$ cat config.mk
export PLATFORM = sky130hd
export DESIGN_NAME = cam_config
export DESIGN_NICKNAME = d
export VERILOG_FILES = /design/src/rtl/cam_config.sv
export SDC_FILE = /design/constraint.sdc
export NUM_CORES = 1
export LEC_CHECK = 0
export ABC_AREA = 1
export CAP_MARGIN = 10
export CORE_ASPECT_RATIO = 0.75
export CORE_MARGIN = 3
export CORE_UTILIZATION = 64
export DETAILED_ROUTE_END_ITERATION = 10
export DONT_BUFFER_PORTS = 1
export GPL_TIMING_DRIVEN = 0
export PLACE_DENSITY = 0.8
export SLEW_MARGIN = 25
export SYNTH_ARGS = -nofsm -noshare
export SYNTH_HDL_FRONTEND = slang
export SYNTH_SLANG_ARGS = --single-unit
export TNS_END_PERCENT = 5
$ cat constraint.sdc
create_clock -name i_clk -period 2.7 [get_ports i_clk]
set_clock_uncertainty 0.2 [all_clocks]
set_input_delay 0.27 -clock i_clk [delete_from_list [all_inputs] [get_ports i_clk]]
set_output_delay 0.27 -clock i_clk [all_outputs]
set_load 0.01 [all_outputs]
$ cat src/rtl/cam_config.sv
// cam_config: walks the OV7670 register ROM and turns each entry into one SCCB register write.
// Define CAM_CONFIG_TIMEOUT_EN to add the SCCB watchdog that drives o_err.
module cam_config #(
  parameter int unsigned CLK_F    = 25_000_000,
  parameter int unsigned DELAY_MS = 10,
  parameter int unsigned TIMEOUT  = 1_000_000
) (
  input  logic        i_clk,
  input  logic        i_rstn,
  input  logic        i_start,
  output logic [7:0]  o_rom_addr,
  input  logic [15:0] i_rom_data,
  output logic        o_sccb_start,
  output logic [7:0]  o_sccb_addr,
  output logic [7:0]  o_sccb_data,
  input  logic        i_sccb_ready,
  output logic        o_busy,
  output logic        o_done,
  output logic        o_err
);
  localparam logic [31:0] DELAY_CYCLES = 32'((CLK_F / 1000) * DELAY_MS);

  typedef enum logic [3:0] {
    IDLE, READ, DECODE, ISSUE, START, HOLD, WAIT, DELAY, ADVANCE, DONE
  } state_t;

  state_t      state_q, state_d;
  logic [7:0]  addr_q, addr_d, reg_q, reg_d, val_q, val_d;
  logic [31:0] cnt_q, cnt_d;
  logic        timeout;

`ifdef CAM_CONFIG_TIMEOUT_EN
  localparam logic [31:0] WD_MAX = 32'(TIMEOUT - 1);
  logic [31:0] wd_q, wd_d;
  logic        err_q, err_d;
  // Watchdog restarts from zero whenever the FSM changes state.
  assign timeout = (state_q == ISSUE || state_q == WAIT) && !i_sccb_ready && wd_q >= WD_MAX;
  always_comb begin
    wd_d  = (state_d == state_q) ? wd_q + 32'd1 : '0;
    err_d = (state_q == DONE && i_start) ? 1'b0 : (err_q | timeout);
  end
  always_ff @(posedge i_clk or negedge i_rstn) begin
    if (!i_rstn) begin
      wd_q  <= '0;
      err_q <= 1'b0;
    end else begin
      wd_q  <= wd_d;
      err_q <= err_d;
    end
  end
  assign o_err = err_q;
`else
  assign timeout = 1'b0;
  assign o_err   = 1'b0;
`endif

  always_comb begin
    state_d = state_q;
    addr_d  = addr_q;
    reg_d   = reg_q;
    val_d   = val_q;
    cnt_d   = cnt_q;
    case (state_q)
      IDLE, DONE: begin
        if (i_start) begin
          state_d = READ;
          addr_d  = '0;
        end
      end
      READ:   state_d = DECODE;
      DECODE: begin
        if (i_rom_data == 16'hFFFF) begin
          state_d = DONE;
        end else if (i_rom_data == 16'hFFF0) begin
          state_d = DELAY;
          cnt_d   = DELAY_CYCLES - 32'd1;
        end else begin
          state_d = ISSUE;
          reg_d   = i_rom_data[15:8];
          val_d   = i_rom_data[7:0];
        end
      end
      ISSUE:  state_d = i_sccb_ready ? START : (timeout ? DONE : ISSUE);
      START:  state_d = HOLD;
      HOLD:   state_d = WAIT;
      WAIT:   state_d = i_sccb_ready ? ADVANCE : (timeout ? DONE : WAIT);
      DELAY: begin
        cnt_d   = (cnt_q == '0) ? cnt_q : cnt_q - 32'd1;
        state_d = (cnt_q == '0) ? ADVANCE : DELAY;
      end
      // Address 255 is the last slot; the table never wraps.
      ADVANCE: begin
        state_d = (addr_q == 8'hFF) ? DONE : READ;
        addr_d  = (addr_q == 8'hFF) ? addr_q : addr_q + 8'd1;
      end
      default: state_d = IDLE;
    endcase
  end

  always_ff @(posedge i_clk or negedge i_rstn) begin
    if (!i_rstn) begin
      state_q <= IDLE;
      addr_q  <= '0;
      reg_q   <= '0;
      val_q   <= '0;
      cnt_q   <= '0;
    end else begin
      state_q <= state_d;
      addr_q  <= addr_d;
      reg_q   <= reg_d;
      val_q   <= val_d;
      cnt_q   <= cnt_d;
    end
  end

  assign o_rom_addr   = addr_q;
  assign o_sccb_addr  = reg_q;
  assign o_sccb_data  = val_q;
  assign o_sccb_start = state_q == START;
  assign o_busy       = state_q != IDLE && state_q != DONE;
  assign o_done       = state_q == DONE;
endmodule

-- Yosys cells after proc, flatten, opt, wreduce, memory -nomap -nowiden
Index checks and enable logic that the tools add are counted.
- multiplexer cells: 15
- add/subtract/negate cells: 2
- $lt $le $gt $ge: 0
- bitwise logic cells: 2
- reductions and logical operators: 10
- $mul: 0
- shifts and indexed selects: 0
- divide/modulo/power cells: 0
- equality and inequality tests: 18
- operators with widths (kind ; number):
    $mux 32 ; 3
    $pmux 32 s2 ; 1
    $pmux 4 s9 ; 1
    $eq 16x16->1 const B ; 2
    $logic_not 32->1 ; 1
    $sub 32x1->32 const B ; 1
    $mux 4 ; 5
    $eq 4x3->1 const B ; 4
    $mux 8 ; 2
    $pmux 8 s2 ; 1
    $ne 2x2->1 const B ; 5
    $add 8x1->8 const B ; 1
    $eq 4x2->1 const B ; 2
    $eq 4x4->1 const B ; 2
    $eq 8x8->1 const B ; 1
    $mux 3 ; 2
    $reduce_and 3->1 ; 2
    $eq 4x1->1 const B ; 1
    $logic_not 4->1 ; 1
    $ne 4x4->1 const B ; 1
    $reduce_and 4->1 ; 1
    $reduce_bool 2->1 ; 2
    $reduce_bool 4->1 ; 1
    $not 1->1 ; 2
    other kinds (2) ; 2
- memories kept: 0
- input port bits: 20
- RAM bits: 0
- ROM bits: 0
- latch bits: 0
- register bits after elaboration: 60

-- Logic depth before layout (Yosys ltp)
Gate-level depths: netlist of the first run.
- depth after elaboration: 4
- mapped depth: 12

-- Worst setup path before layout of the first run
OpenSTA, ideal clock, no wires.
- path kind: register -> register
- start: register cnt_q[0]
- end: register cnt_q[2]
- period minus slack after synthesis: 1.981 ns
- cell stages (with the launch flop): 11
- data required time: 2.377 ns
- library setup time: 0.123 ns
- arrival time: 1.658 ns
- path slack: 0.719 ns
- cells stage by stage: dfrtp_1 > inv_1 > ha_1 > nand2_2 > nor2_4 > nand2_2 > o21ai_2 > nand2_1 > buf_2 > o21ai_0 > nand2_1
- longest elaborated chain between the ends: 3
- elaborated cells on any way between the ends: 6
- those cells by class: add/sub (1); eq/ne (1); mux (2); reduce/logical (2)
- RTL lines (element ; line ; RTL):
    start: declaration ; 29 ; logic [31:0] cnt_q, cnt_d;
    start signal: assignment ; 112 ; cnt_q <= cnt_d;
    $sub 32x1->32 / $logic_not 32->1 (equally long branches) ; 88 ; cnt_d = (cnt_q == '0) ? cnt_q : cnt_q - 32'd1;
    $mux 32 / $ne 2x2->1 (equally long branches) ; -- ;
    $pmux 32 s2 / $reduce_and 4->1 (equally long branches) ; -- ;
Several ways; a longest one is shown, not always the timed one. The select of a mux whose other input is x is not followed.
A chain may end at the register's enable or synchronous reset.

-- Worst setup path after layout of the first run
Ends and elaborated chain as after synthesis.

==> results of run 1 <==
[routing by layer]
layer,up-vias,routed length [um],track usage
li1,1752,-,-
met1,1634,4120,0.407
met2,148,4210,0.459
met3,20,831,0.0913
met4,0,167,0.117
met5,-,0,0
[final cells by class]
cell class | instances | area [sq um]
plain buffers | 13 | 76.3
clock inverters | 5 | 61.3
flip-flops and latches | 60 | 1500
multi-input cells | 412 | 1920
clock buffers | 11 | 141
inverters | 46 | 173
repair buffers | 20 | 218
well taps | 75 | 93.8
fillers | 393 | 1250
[repair_timing]
action                     CTS  global route
resized for setup            0             1
hold endpoints to repair    78             0
hold buffers                20             0
setup endpoints to repair    0             1
[logic make-up after synthesis]
family,count (synthesis),share of synthesized area
buffers and inverters,59,0.0678
flip-flops,60,0.409
AO/OA/AOI/OAI,45,0.0685
other,1,0.00102
adder cells (fa/ha/maj),2,0.00682
AND/OR/NAND/NOR,346,0.404
XOR/XNOR,18,0.0430
[power by group through the flow]
| stage | combinational, mW | sequential (mW) | clock (mW) |
|---|---|---|---|
| 3_5_place_dp | 1.28 | 1.42 | 0 |
| 4_1_cts | 1.33 | 1.41 | 0.839 |
| 5_1_grt | 1.56 | 1.45 | 0.870 |
| 3_3_place_gp | 1.24 | 1.42 | 0 |
| 2_1_floorplan | 1.03 | 1.37 | 0 |
| 6_report | 1.35 | 1.41 | 0.836 |
[cell usage after synthesis (5+ instances only)]
master    count  area (sq um)
inv_1        44           165
o21ai_0      25           125
nor2_4        5          56.3
nand3_1      49           245
xor2_1       12           105
buf_2         7          35.0
nand2_1     175           657
dfrtp_1      60          1500
nor2_1       84           315
o21bai_1      5          37.5
nand4_1      13          81.3
o21ai_1       5          25.0
nor3_1        6          30.0
xnor2_1       6          52.6
[tightest hold or removal path, cell delays in order]
cell,delay (ns)
inv_1,0.03
o22ai_1,0.13
nand3b_1,0.13
[worst paths after layout]
check	from	to	slack, ns	cells past startpoint
setup reg to reg	cnt_q[0]	cnt_q[2]	0.25	10
min in group asynchronous	i_rstn	o_rom_addr[4]	0.24	2
hold reg to reg	o_sccb_data[1]	o_sccb_data[1]	0.35	2
max in group asynchronous	i_rstn	o_sccb_addr[5]	1.81	2
hold / removal	i_sccb_ready	state_q[2]	0.04	3
setup / recovery	cnt_q[0]	cnt_q[2]	0.25	10
[state kept, by name, summed over array words and instances (netlist names)]
| name | count |
|---|---|
| cnt_q | 32 |
| o_sccb_addr | 8 |
| o_sccb_data | 8 |
| state_q | 4 |
| o_rom_addr | 8 |
==> impl_metrics.py, run 1 <==
metrics = {
    "floorplanning": {
        "chipHeight_um": 71.6,
        "core.rowCount": 23,
        "start_util": 0.675,
        "core_sq_um": 5440,
        "ios": 48,
        "fp.dieArea_sq_um": 6690,
        "fp.dieW_um": 93.4,
    },
    "setup_path": {
        "crit_required_ns": 2.74,
        "end_kind": "flop",
        "path_cells": "inv_1 -> ha_2 -> nand2_2 -> nor2_4 -> nand2_2 -> o21ai_2 -> nand2_1 -> buf_2 -> o21ai_0 -> nand2_1",
        "max_stage_delay_ns": 0.36,
        "crit_arrival_ns": 2.49,
        "slowest_stage": "dfrtp_1",
        "critPathTopFamily": "simple AND/OR/NAND/NOR gates",
        "crit_buf_inv": 2,
        "startpoint_type": "flop",
        "criticalPathCategory": "flop to flop",
        "path_max_fanout": 10,
    },
    "sta": {
        "setup_viol": 0,
        "slew_headroom": 0.629,
        "hold_ws_ns": 0.0438,
        "worst_pin_slew_ns": 0.552,
        "fmax_mhz": 408,
        "finalHoldViolCount": 0,
        "period_share": 0.908,
        "fin_tns_setup_ns": 0,
        "slew_violations": 0,
        "setup_ws_ns": 0.249,
        "min_period_ns": 2.45,
        "rsz0062_at_grt": "no",
    },
    "power": {
        "share_seq_of_total_power": 0.392,
        "swShare": 0.436,
        "power.density_nw_per_um2": 860,
        "power_switching_mw": 1.57,
        "total_power_mw": 3.60,
        "leakagePower_nw": 2.05,
        "p_int_mw": 2.03,
        "combPwrFrac": 0.376,
        "ir_worst_vdd_mv": 0.562,
        "clock_power_share": 0.232,
    },
    "yosys": {
        "ys_seq_area_frac": 0.409,
        "netlist_area_sq_um": 3670,
        "ys.flop_type": "dfrtp_1",
        "syn_nets": 553,
        "avgSynthCellArea_sq_um": 6.91,
        "netlist_instances": 531,
        "synth.distinct_cells": 31,
        "synth_edf_count": 0,
        "ys_ff_latch": 60,
        "async_reset_ff_frac": 1.00,
        "synth_warnings": 0,
    },
    "placed_design": {
        "dpl_worst_slack_ns": 0.249,
        "gp_congestion": 0.968,
        "place_area_sq_um": 3760,
        "place_hpwl_um": 6430,
        "portBuffers": 0,
        "place_inst": 606,
    },
    "clocking": {
        "cts_tree": "yes",
        "cts_max_path_buffers": 2,
        "cts_max_level": 3,
        "cts_buffers": 9,
        "cts_setup_buffers": 0,
        "clock-sinks": 60,
        "cts.reportedPaths.clkPinSlew_ns": 0.07,
        "clockRootBuffer": "clkbuf_8",
        "clk_latency_ns": 0.35,
    },
    "cells_and_area": {
        "fin_util": 0.770,
        "diodes": 0,
        "layout_commonest_cell": "nand2_1",
        "area.growth.synth_to_final_pct": 14.1,
        "stdcell_count": 642,
        "nets": 584,
        "drive_above_1_share": 0.0794,
        "final_cell_mix": "nand2_1, nor2_1, dfrtp_1, nand3_1, inv_1",
        "design_area_sq_um": 4190,
    },
    "grt": {
        "grt.total_usage": 0.301,
        "antenna_found_initial": 0,
        "grt_pass1_vias": 3368,
        "grt_max_degree": 61,
        "grt_pass1_wl_um": 15600,
        "grt-ovfl-total": 0,
    },
    "outcome": {
        "status": "finished clean",
    },
    "drt": {
        "final_antenna_net_count": 0,
        "wl_um": 9340,
        "drtIter0Drc": 295,
        "vias": 3554,
        "drc": 0,
        "dr.pass1.iters": 5,
        "viasPerCell": 5.54,
        "wl_per_cell_um": 14.5,
    },
    "min_path": {
        "holdCritPathClass": "input pin to flop",
    },
    "flow_run": {
        "maxCapViolCount": 0,
    },
}
(Power assumes the default switching activity.)
==> run 2: changes to the inputs <==
- CTS_CLUSTER_DIAMETER: not set -> 80
==> results of run 2 <==
Final layout, timing and power as in run 1 (identical DEF).
